**config.mk**
```make
export PLATFORM = sky130hd
export DESIGN_NAME = muldiv_unit
export DESIGN_NICKNAME = d
export VERILOG_FILES = /design/src/rtl/muldiv_pkg.sv /design/src/rtl/muldiv_step.sv /design/src/rtl/muldiv_unit.sv
export SDC_FILE = /design/constraint.sdc
export NUM_CORES = 1
export LEC_CHECK = 0
export ABC_CLOCK_PERIOD_IN_PS = 3600
export CORE_UTILIZATION = 50
export CTS_CLUSTER_DIAMETER = 80
export DETAILED_ROUTE_END_ITERATION = 7
export PLACE_DENSITY = 0.79
export SLEW_MARGIN = 15
export SYNTH_ARGS = -nofsm -noshare
export SYNTH_HDL_FRONTEND = slang
export SYNTH_SLANG_ARGS = --single-unit
```
**constraint.sdc**
```tcl
create_clock -name clk -period 3.6 [get_ports clk]
set_clock_uncertainty 0.1 [all_clocks]
set_input_delay 0.72 -clock clk [delete_from_list [all_inputs] [get_ports clk]]
set_output_delay 0.72 -clock clk [all_outputs]
set_load 0.03 [all_outputs]
```
**src/rtl/muldiv_pkg.sv**
```systemverilog
// Shared types and width constants for the iterative multiply/divide unit.
// Included by the datapath top and its single-step sub-module.
package muldiv_pkg;

    localparam int DATA_WIDTH     = 32;
    localparam int REGISTER_WIDTH = 5;

    typedef enum logic [1:0] {
        MUL_LO = 2'd0,
        MUL_HI = 2'd1,
        DIV    = 2'd2,
        REM    = 2'd3
    } muldiv_op_t;

    typedef enum logic [1:0] {
        IDLE = 2'd0,
        CALC = 2'd1,
        FIX  = 2'd2,
        DONE = 2'd3
    } muldiv_state_t;

    function automatic logic is_div_op(input muldiv_op_t op);
        return (op == DIV) || (op == REM);
    endfunction

endpackage

```
**src/rtl/muldiv_step.sv**
```systemverilog
// One radix-2 iteration: shift-add for multiply, restoring shift-subtract for divide.
// Purely combinational; the parent registers hi/lo between steps.
module muldiv_step
    import muldiv_pkg::*;
#(
    parameter int W = DATA_WIDTH
) (
    input  logic         is_div,
    input  logic [W-1:0] hi,
    input  logic [W-1:0] lo,
    input  logic [W-1:0] operand,
    output logic [W-1:0] hi_next,
    output logic [W-1:0] lo_next
);

    logic [W:0] sum_s;
    logic [W:0] shifted_s;
    logic       ge_s;

    // hi:lo is the product for multiply and remainder:quotient for divide;
    // the remainder never exceeds the divisor, so W bits of hi suffice.
    always_comb begin
        sum_s     = {1'b0, hi} + (lo[0] ? {1'b0, operand} : {(W+1){1'b0}});
        shifted_s = {hi, lo[W-1]};
        ge_s      = (shifted_s >= {1'b0, operand});
        if (is_div) begin
            if (ge_s) begin
                hi_next = W'(shifted_s - {1'b0, operand});
                lo_next = {lo[W-2:0], 1'b1};
            end else begin
                hi_next = shifted_s[W-1:0];
                lo_next = {lo[W-2:0], 1'b0};
            end
        end else begin
            hi_next = sum_s[W:1];
            lo_next = {sum_s[0], lo[W-1:1]};
        end
    end

endmodule

```
**src/rtl/muldiv_unit.sv**
```systemverilog
// Iterative multi-cycle multiply/divide unit with valid/ready request and response.
// Operands are reduced to magnitudes on entry; signs are restored in the FIX cycle.
module muldiv_unit #(
    parameter int DATA_WIDTH = muldiv_pkg::DATA_WIDTH,
    parameter int TAG_WIDTH  = muldiv_pkg::REGISTER_WIDTH
) (
    input  logic                  clk,
    input  logic                  rst_n,
    input  logic                  flush,
    input  logic                  req_valid,
    output logic                  req_ready,
    input  logic [1:0]            req_op,
    input  logic                  req_signed,
    input  logic [DATA_WIDTH-1:0] req_a,
    input  logic [DATA_WIDTH-1:0] req_b,
    input  logic [TAG_WIDTH-1:0]  req_tag,
    output logic                  resp_valid,
    input  logic                  resp_ready,
    output logic [DATA_WIDTH-1:0] resp_result,
    output logic [TAG_WIDTH-1:0]  resp_tag,
    output logic                  resp_div_by_zero,
    output logic                  busy
);
    import muldiv_pkg::*;

    localparam int W  = DATA_WIDTH;
    localparam int CW = $clog2(DATA_WIDTH);

    muldiv_state_t        state_r;
    logic [CW-1:0]        cnt_r;
    muldiv_op_t           op_r;
    logic                 neg_res_r;
    logic                 neg_rem_r;
    logic [TAG_WIDTH-1:0] tag_r;
    logic [W-1:0]         opnd_r;
    logic [W-1:0]         hi_r;
    logic [W-1:0]         lo_r;
    logic [W-1:0]         result_r;
    logic [TAG_WIDTH-1:0] resp_tag_r;
    logic                 dbz_r;

    muldiv_op_t           req_op_s;
    logic                 a_neg_s;
    logic                 b_neg_s;
    logic [W-1:0]         a_mag_s;
    logic [W-1:0]         b_mag_s;
    logic                 dbz_s;
    logic                 ovf_s;
    logic [W-1:0]         early_res_s;
    logic [W-1:0]         hi_next_s;
    logic [W-1:0]         lo_next_s;
    logic [2*W-1:0]       prod_fix_s;
    logic [W-1:0]         quo_fix_s;
    logic [W-1:0]         rem_fix_s;
    logic [W-1:0]         fix_res_s;

    // Request decode: magnitudes, and the two cases that bypass iteration.
    always_comb begin
        req_op_s = muldiv_op_t'(req_op);
        a_neg_s  = req_signed & req_a[W-1];
        b_neg_s  = req_signed & req_b[W-1];
        a_mag_s  = a_neg_s ? ({W{1'b0}} - req_a) : req_a;
        b_mag_s  = b_neg_s ? ({W{1'b0}} - req_b) : req_b;
        dbz_s    = is_div_op(req_op_s) && (req_b == {W{1'b0}});
        ovf_s    = is_div_op(req_op_s) && req_signed &&
                   (req_a == {1'b1, {(W-1){1'b0}}}) && (req_b == {W{1'b1}});
        if (dbz_s) begin
            early_res_s = (req_op_s == REM) ? req_a : {W{1'b1}};
        end else begin
            early_res_s = (req_op_s == REM) ? {W{1'b0}} : req_a;
        end
    end

    muldiv_step #(
        .W(W)
    ) u_step (
        .is_div  (is_div_op(op_r)),
        .hi      (hi_r),
        .lo      (lo_r),
        .operand (opnd_r),
        .hi_next (hi_next_s),
        .lo_next (lo_next_s)
    );

    // Sign correction and result selection for the FIX cycle.
    always_comb begin
        prod_fix_s = neg_res_r ? ({(2*W){1'b0}} - {hi_r, lo_r}) : {hi_r, lo_r};
        quo_fix_s  = neg_res_r ? ({W{1'b0}} - lo_r) : lo_r;
        rem_fix_s  = neg_rem_r ? ({W{1'b0}} - hi_r) : hi_r;
        case (op_r)
            MUL_LO:  fix_res_s = prod_fix_s[W-1:0];
            MUL_HI:  fix_res_s = prod_fix_s[2*W-1:W];
            DIV:     fix_res_s = quo_fix_s;
            REM:     fix_res_s = rem_fix_s;
            default: fix_res_s = {W{1'b0}};
        endcase
    end

    // Control FSM, iteration datapath and registered response.
    always_ff @(posedge clk) begin
        if (!rst_n) begin
            state_r    <= IDLE;
            cnt_r      <= {CW{1'b0}};
            op_r       <= MUL_LO;
            neg_res_r  <= 1'b0;
            neg_rem_r  <= 1'b0;
            tag_r      <= {TAG_WIDTH{1'b0}};
            opnd_r     <= {W{1'b0}};
            hi_r       <= {W{1'b0}};
            lo_r       <= {W{1'b0}};
            result_r   <= {W{1'b0}};
            resp_tag_r <= {TAG_WIDTH{1'b0}};
            dbz_r      <= 1'b0;
        end else if (flush) begin
            state_r <= IDLE;
        end else begin
            case (state_r)
                IDLE: begin
                    if (req_valid) begin
                        op_r      <= req_op_s;
                        tag_r     <= req_tag;
                        neg_res_r <= a_neg_s ^ b_neg_s;
                        neg_rem_r <= a_neg_s;
                        cnt_r     <= {CW{1'b0}};
                        if (dbz_s || ovf_s) begin
                            result_r   <= early_res_s;
                            resp_tag_r <= req_tag;
                            dbz_r      <= dbz_s;
                            state_r    <= DONE;
                        end else begin
                            hi_r    <= {W{1'b0}};
                            lo_r    <= is_div_op(req_op_s) ? a_mag_s : b_mag_s;
                            opnd_r  <= is_div_op(req_op_s) ? b_mag_s : a_mag_s;
                            state_r <= CALC;
                        end
                    end else begin
                        state_r <= IDLE;
                    end
                end
                CALC: begin
                    hi_r <= hi_next_s;
                    lo_r <= lo_next_s;
                    if (cnt_r == CW'(W - 1)) begin
                        cnt_r   <= {CW{1'b0}};
                        state_r <= FIX;
                    end else begin
                        cnt_r <= cnt_r + CW'(1);
                    end
                end
                FIX: begin
                    result_r   <= fix_res_s;
                    resp_tag_r <= tag_r;
                    dbz_r      <= 1'b0;
                    state_r    <= DONE;
                end
                DONE: begin
                    if (resp_ready) begin
                        state_r <= IDLE;
                    end else begin
                        state_r <= DONE;
                    end
                end
                default: state_r <= IDLE;
            endcase
        end
    end

    assign req_ready        = (state_r == IDLE);
    assign busy             = (state_r != IDLE);
    assign resp_valid       = (state_r == DONE);
    assign resp_result      = result_r;
    assign resp_tag         = resp_tag_r;
    assign resp_div_by_zero = dbz_r;

endmodule

```
[Word level (Yosys, flattened, before mapping)]
Index checks and enable logic that the tools add are counted.
Storage, ports and cells
  bits in registers: 150
  bits in latches: 0
  RAM bits: 0
  memory bits (read-only): 0
  input port bits: 77
  output and inout port bits: 41
  word-level logic and storage cells: 100
  memories kept: 0
Cells by class
  add/subtract/negate cells: 8
  multiply operators: 0
  div/mod/pow operators: 0
  $lt $le $gt $ge: 1
  equality and inequality tests: 15
  shift-type cells: 0
  multiplexer cells: 39
  bitwise gates (word level): 6
  reduce and logical (&&, ||, !) cells: 19
Operators with widths (count)
  two-way mux 32 bit: 19
  case mux 32 bit (2 select lines): 3
  case mux 32 bit (4 select lines): 1
  subtractor 1 x 32 -> 32 bit (first input constant): 4
  equality test 32 bit (second input constant): 2
  two-way mux 64 bit: 1
  subtractor 1 x 64 -> 64 bit (first input constant): 1
  adder 32 x 32 -> 33 bit: 1
  >= comparator 33 x 32 -> 1 bit: 1
  logical NOT 32 bit: 1
  subtractor 32 bit: 1
  two-way mux 5 bit: 4
  case mux 5 bit (2 select lines): 2
  equality test 2 bit (second input constant): 6
  AND reduction 4 bit: 3
  two-way mux 2 bit: 4
  case mux 2 bit (4 select lines): 1
  != test 2 bit (second input constant): 3
  AND reduction 3 bit: 2
  nonzero test 2 bit: 3
  adder 5 x 1 -> 5 bit (second input constant): 1
  equality test 5 bit (second input constant): 1
  equality test 2 x 1 -> 1 bit (second input constant): 2
  logical AND 1 bit: 4
  other kinds (9): 17

[Longest topological paths before layout]
  word-level depth: 9
  gate-level depth with buffers: 14
  gate-level depth less buffers: 13

[Cells and area by module]
Synthesis repeated with hierarchy kept, for this count alone.
Unflattened totals
  cell total of the unflattened synthesis: 2272
  area, all modules: 16009.1 sq um
By module, submodules not included
  muldiv_unit: times used 1, cells each 1564, area an instance 11088.1 sq um, sequential area each 3002.9 sq um
  muldiv_step: times used 1, cells each 708, area an instance 4921.0 sq um, sequential area each 0.0 sq um

[Least setup slack after synthesis]
OpenSTA, ideal clock, no wires.
  path kind: input to register
  from: in req_a[26]
  to: reg result_r[21], in the netlist resp_result[21]
  library setup time: 0.120 ns
  arrival: 3.043 ns
  data required time: 3.380 ns
  setup slack: 0.337 ns
  cell stages on the path: 9
  buffers on the path: 1
  cell sequence: or4_4 > or3_1 > or4_1 > or2_4 > a31o_2 > and2_0 > buf_2 > a2bb2oi_1 > o21ai_1
Between the ends
  word-level cells in the longest chain between the ends: 6
RTL lines
  start, declared: RTL line muldiv_unit.sv:14  | input logic [DATA_WIDTH-1:0] req_a,
  equality test 32 bit: RTL line muldiv_unit.sv:66  | (req_a == {1'b1, {(W-1){1'b0}}}) && (req_b == {W{1'b1}});
  logical AND 1 bit: RTL line muldiv_unit.sv:65  | ovf_s = is_div_op(req_op_s) && req_signed &&
  logical AND 1 bit: RTL line muldiv_unit.sv:66
  logical OR 1 bit: RTL line muldiv_unit.sv:125  | if (dbz_s || ovf_s) begin
  != test 2 x 1 -> 1 bit (no source line)
  AND reduction 4 bit (no source line)
  end signal, assigned: RTL line muldiv_unit.sv:111  | result_r <= {W{1'b0}};
  end signal, assigned: RTL line muldiv_unit.sv:126  | result_r <= early_res_s;
  end signal, assigned: RTL line muldiv_unit.sv:151  | result_r <= fix_res_s;
  end, declared: RTL line muldiv_unit.sv:38  | logic [W-1:0] result_r;
Every way passes these cells.
A chain may end at the register's enable or synchronous reset.

[Worst setup path in the final report]
  from: reg lo_r[1]
  to: reg result_r[10], in the netlist resp_result[10]
Between the ends
  word-level cells in the longest chain between the ends: 4
  elaborated cells on any way between the ends: 6
RTL lines
  start, declared: RTL line muldiv_unit.sv:37  | logic [W-1:0] lo_r;
  start signal, assigned: RTL line muldiv_unit.sv:110  | lo_r <= {W{1'b0}};
  start signal, assigned: RTL line muldiv_unit.sv:132  | lo_r <= is_div_op(req_op_s) ? a_mag_s : b_mag_s;
  start signal, assigned: RTL line muldiv_unit.sv:142  | lo_r <= lo_next_s;
  subtractor 1 x 64 -> 64 bit / subtractor 1 x 32 -> 32 bit (equally long branches): RTL line muldiv_unit.sv:87, muldiv_unit.sv:88
  two-way mux 64 bit / two-way mux 32 bit (equally long branches): RTL line muldiv_unit.sv:87, muldiv_unit.sv:88
  case mux 32 bit (4 select lines) (*): RTL line muldiv_unit.sv:90  | case (op_r)
  case mux 32 bit (2 select lines) (*): RTL line muldiv_unit.sv:117  | case (state_r)
Mark *: on every way between the ends. The rest lies on a longest branch, timed or not.

==> key figures <==
Synth
  • Number of nets produced by synthesis: 2,237
  • Primary flip-flop cell chosen by synthesis mapping: dfxtp_1
  • Number of distinct library cells after synthesis: 82
  • Post-Syn Instances: 2,087
  • Sequential element share of the synthesized area: 20.29%
  • Synthesis-stage register bit count: 150
  • Area of the mapped netlist: 0.01480 sq mm
  • Share of flip-flops with an asynchronous set or reset after synthesis: 0%
  • Number of warnings reported in the yosys synthesis log: 0
  • Per-instance average area after synthesis: 7.090 sq um
  • Number of synthesized flops with an enable pin: 0

Drt
  • Vias after detailed routing: 17,380
  • DRC violation count after routing: 0
  • Remaining number of nets flagged by the antenna check after routing: 0
  • Average wire per cell in the routed design: 22.00 um
  • Number of detailed-route iterations in the first pass: 6
  • Overall routed net length: 58,680 um
  • First-iteration detailed-routing DRC count: 2,544
  • Per-cell via count in the routed design: 6.516

Layout
  • Signed area change from the synthesized netlist to the final layout: 21.64%
  • Nets@finish: 2,419
  • Final Core Density: 62.20%
  • Fraction of layout instances using a drive strength above 1: 11.92%

Critical path
  • Most used cell along the critical path: nor2_1
  • Worst reg2reg setup slack: 60 ps
  • Crit. End Element: flop
  • Arrival time reported for the critical path endpoint: 3750 ps
  • Combined buffer and inverter count along the critical path: 2
  • Req. time, crit path: 3810 ps
  • Cell family with the largest share of critical-path delay: simple AND/OR/NAND/NOR gates
  • Worst setup path class: reg2reg
  • Max stage delay cell, worst path: a2111oi_0
  • Category of the worst setup path launch point: flop
  • Worst-path maximum fanout: 10
  • Sequence of cells on the critical path: inv_1, ha_1, or3b_2, nor2_1, buf_4, and4_1, nor2_1, nor2_1, xnor2_1, a2111oi_0, nor2_1
  • Reg-to-Reg Start: lo_r[1]
  • End of the worst register-to-register path: resp_result[10]
  • Depth of the worst register-to-register path: 11
  • Biggest cell delay along the critical path: 830 ps

Power and ir drop
  • Seq pwr share: 34.8%
  • Worst IR drop on VDD: 0.0002338 V
  • Sw frac: 36.38%
  • Internal power contribution: 3.266 mW
  • Sw power: 1.868 mW
  • Clock network power share: 34.3%
  • Power per unit of standard cell area: 285.2 mW/mm^2
  • Leakage power summed over all cells: 7.416 nW
  • Relative contribution of combinational cells to total power: 30.9%

Worst hold path
  • Worst hold path class: reg2reg
  • Cell depth of the worst hold path: 2
  • Startpoint of the most critical hold path: opnd_r[4]
  • Hold EP: opnd_r[4]

CTS
  • Maximum number of buffers from clock root to sink: 2
  • CTS Buf Count: 17
  • Total number of H-tree levels: 4
  • TritonCTS clock tree: done
  • Number of sinks on the clock net: 150
  • Clock slew at the register clock pins of the worst setup and hold paths: 80 ps
  • Root buf cell: clkbuf_16
  • Count of hold buffers inserted by post-cts repair: 0
  • Clock latency of the later-clocked register in the worst-skew pair: 450 ps

Timing
  • Hold Fails Final Rpt: 0
  • Setup Viol. Count Final: 0
  • Ratio of final minimum period to clock period: 98.39%
  • Slew at the pin closest to its max-slew limit: 883.8 ps
  • RSZ-0062 raised after global routing: no
  • Worst-case headroom to the max-slew limit: 39.56%
  • Maximum clock rate: 282.3 MHz
  • Final max-slew violation count: 0
  • Tmin final: 3542 ps
  • Sum of negative setup slack: 0 ps

Floorplan
  • DIE HEIGHT: 174.0 um
  • Area of the die: 0.03028 sq mm
  • Placeable core area: 0.02894 sq mm
  • Number of I/O pins: 118
  • Site Rows: 62
  • Die X-Extent: 174.0 um
  • Effective utilization at floorplan: 51.14%

Job
  • Max-capacitance violation count: 0

Global route
  • Initial antenna violation count: 4
  • Vias in the first global route: 15,590
  • Largest net degree at the start of global routing: 120
  • Wire length of the first global-routing pass: 89,910 um
  • Overall Global Routing Usage: 37.90%
  • Grt ovf: 0

Placed design
  • Placer Congestion: 1.016
  • HPWL after detailed placement: 46,370 um
  • Port bufs: 117

Run status
  • Outcome: finished, final reports clean
## cells in the final DEF (no fill, tap or decap), types with 38 or more instances in the layout
| cell | count |
|---|---|
| inv_1 | 59 |
| o21ai_0 | 216 |
| ha_1 | 71 |
| clkdlybuf4s50_1 | 115 |
| dfxtp_1 | 149 |
| nand2_1 | 200 |
| nor2_1 | 203 |
| a21oi_1 | 172 |
| mux2i_1 | 60 |
| xor2_1 | 82 |
| xnor2_1 | 83 |
| buf_4 | 186 |
| nand3_1 | 52 |
| nor3_1 | 38 |
| and2_1 | 39 |
## per-stage QoR
step / total power [mW] / instance area [sq um] / worst slack, ps / hold slack [ps] / std cells
after floorplan: 2.715 / 14800 / 336.7 / 341.0 / 2087
after global placement: 3.307 / 17390 / -223.0 / 352.6 / 2629
after detailed placement: 3.326 / 17390 / -314.3 / 357.1 / 2629
after CTS: 5.033 / 17930 / 21.60 / 366.9 / 2661
after global routing: 5.298 / 18000 / 7.644 / 379.2 / 2666
final: 5.134 / 18000 / 57.82 / 366.0 / 2667
## routing by layer
| layer | track usage [%] | wire length [um] |
|---|---|---|
| met1 | 52.90 | 24650 |
| met2 | 57.20 | 24870 |
| met3 | 6.190 | 6359 |
| met4 | 16.52 | 2748 |
| met5 | 0 | 45 |
## tightest hold or removal path: stages, from the launching register on
cell      delay [ps]
dfxtp_1          310
nand2_1           50
a21boi_0          60
## worst max path at each step
stage,from,endpoint,cells after the start
global route,req_a[26],resp_result[21],9
finish,lo_r[1],resp_result[10],11
floorplan,req_a[26],resp_result[21],9
CTS,lo_r[0],hi_r[25],12
global placement,req_a[26],resp_result[21],9
detailed placement,req_a[26],resp_result[25],10
## cell families after synthesis
group / share of synthesized area, %
multiplexers: 4.820
flip-flops: 20.29
adder cells (fa/ha/maj): 6.274
XOR/XNOR: 9.767
AND/OR/NAND/NOR: 23.21
AO/OA/AOI/OAI: 30.01
buffers and inverters: 5.623
## power by group through the flow
stage,Combinational [mW],Clock (mW),Sequential [mW]
finish,1.59,1.76,1.79
floorplan,0.928,0,1.79
detailed placement,1.51,0,1.82
CTS,1.52,1.74,1.78
global route,1.69,1.82,1.79
global placement,1.49,0,1.81
## sequential cells by signal, summed over array words and instances (netlist names)
| register | flops |
|---|---|
| resp_tag | 5 |
| opnd_r | 32 |
| hi_r | 32 |
| neg_res_r | 1 |
| lo_r | 32 |
| tag_r | 5 |
| state_r | 2 |
| resp_div_by_zero | 1 |
| neg_rem_r | 1 |
| resp_result | 32 |
| op_r | 2 |
| cnt_r | 5 |
## what timing repair did
action                     in CTS  in global routing
gates resized for setup         1                 10
setup buffers                   0                  5
pin swaps                       0                  1
setup endpoints to repair       1                 15
## cell type report
type                            instances  area [sq um]
Sequential cell                       150          3004
Fill cell                            2625         10940
Multi-Input combinational cell       1727         11000
Inverter                               61         229.0
Tap cell                              384         480.5
Clock buffer                           18         429.2
Timing Repair Buffer                  312          2735
Antenna cell                            1         2.502
Clock inverter                         14         115.1
## cell usage after synthesis (5+ instances only)
cell type	n	area [sq um]
or3_1	15	93.84
nand4_1	21	131.4
nor3_1	38	190.2
a21o_1	36	270.3
o31ai_1	31	232.7
and2_1	39	244.0
and4_1	7	61.31
inv_1	60	225.2
o211a_1	18	180.2
and3_1	15	93.84
clkbuf_1	112	420.4
or2_2	8	50.05
a22oi_1	18	135.1
a211oi_1	21	157.7
xor2_1	82	718.2
nor4_1	25	156.4
dfxtp_1	150	3003
a31oi_1	34	212.7
o21a_1	7	52.55
nor2_1	203	762.0
xnor2_1	83	727.0
or4_1	24	180.2
mux2_2	10	112.6
o21ai_0	220	1101
nand3_1	52	260.3
o22ai_1	8	50.05
nand2b_1	12	75.07
nand2_1	200	750.7
a31o_2	5	43.79
mux2i_1	60	600.6
nor2b_1	21	131.4
a21oi_1	174	870.8
buf_1	14	52.55
buf_2	20	100.1
o41ai_1	18	157.7
o211ai_1	37	277.8
a21boi_0	14	105.1
o21ai_1	13	65.06
o21bai_1	8	60.06
ha_1	71	888.4
o221ai_1	7	61.31
nor3b_1	6	45.04
No activity file was read; power rests on OpenSTA's default activity.
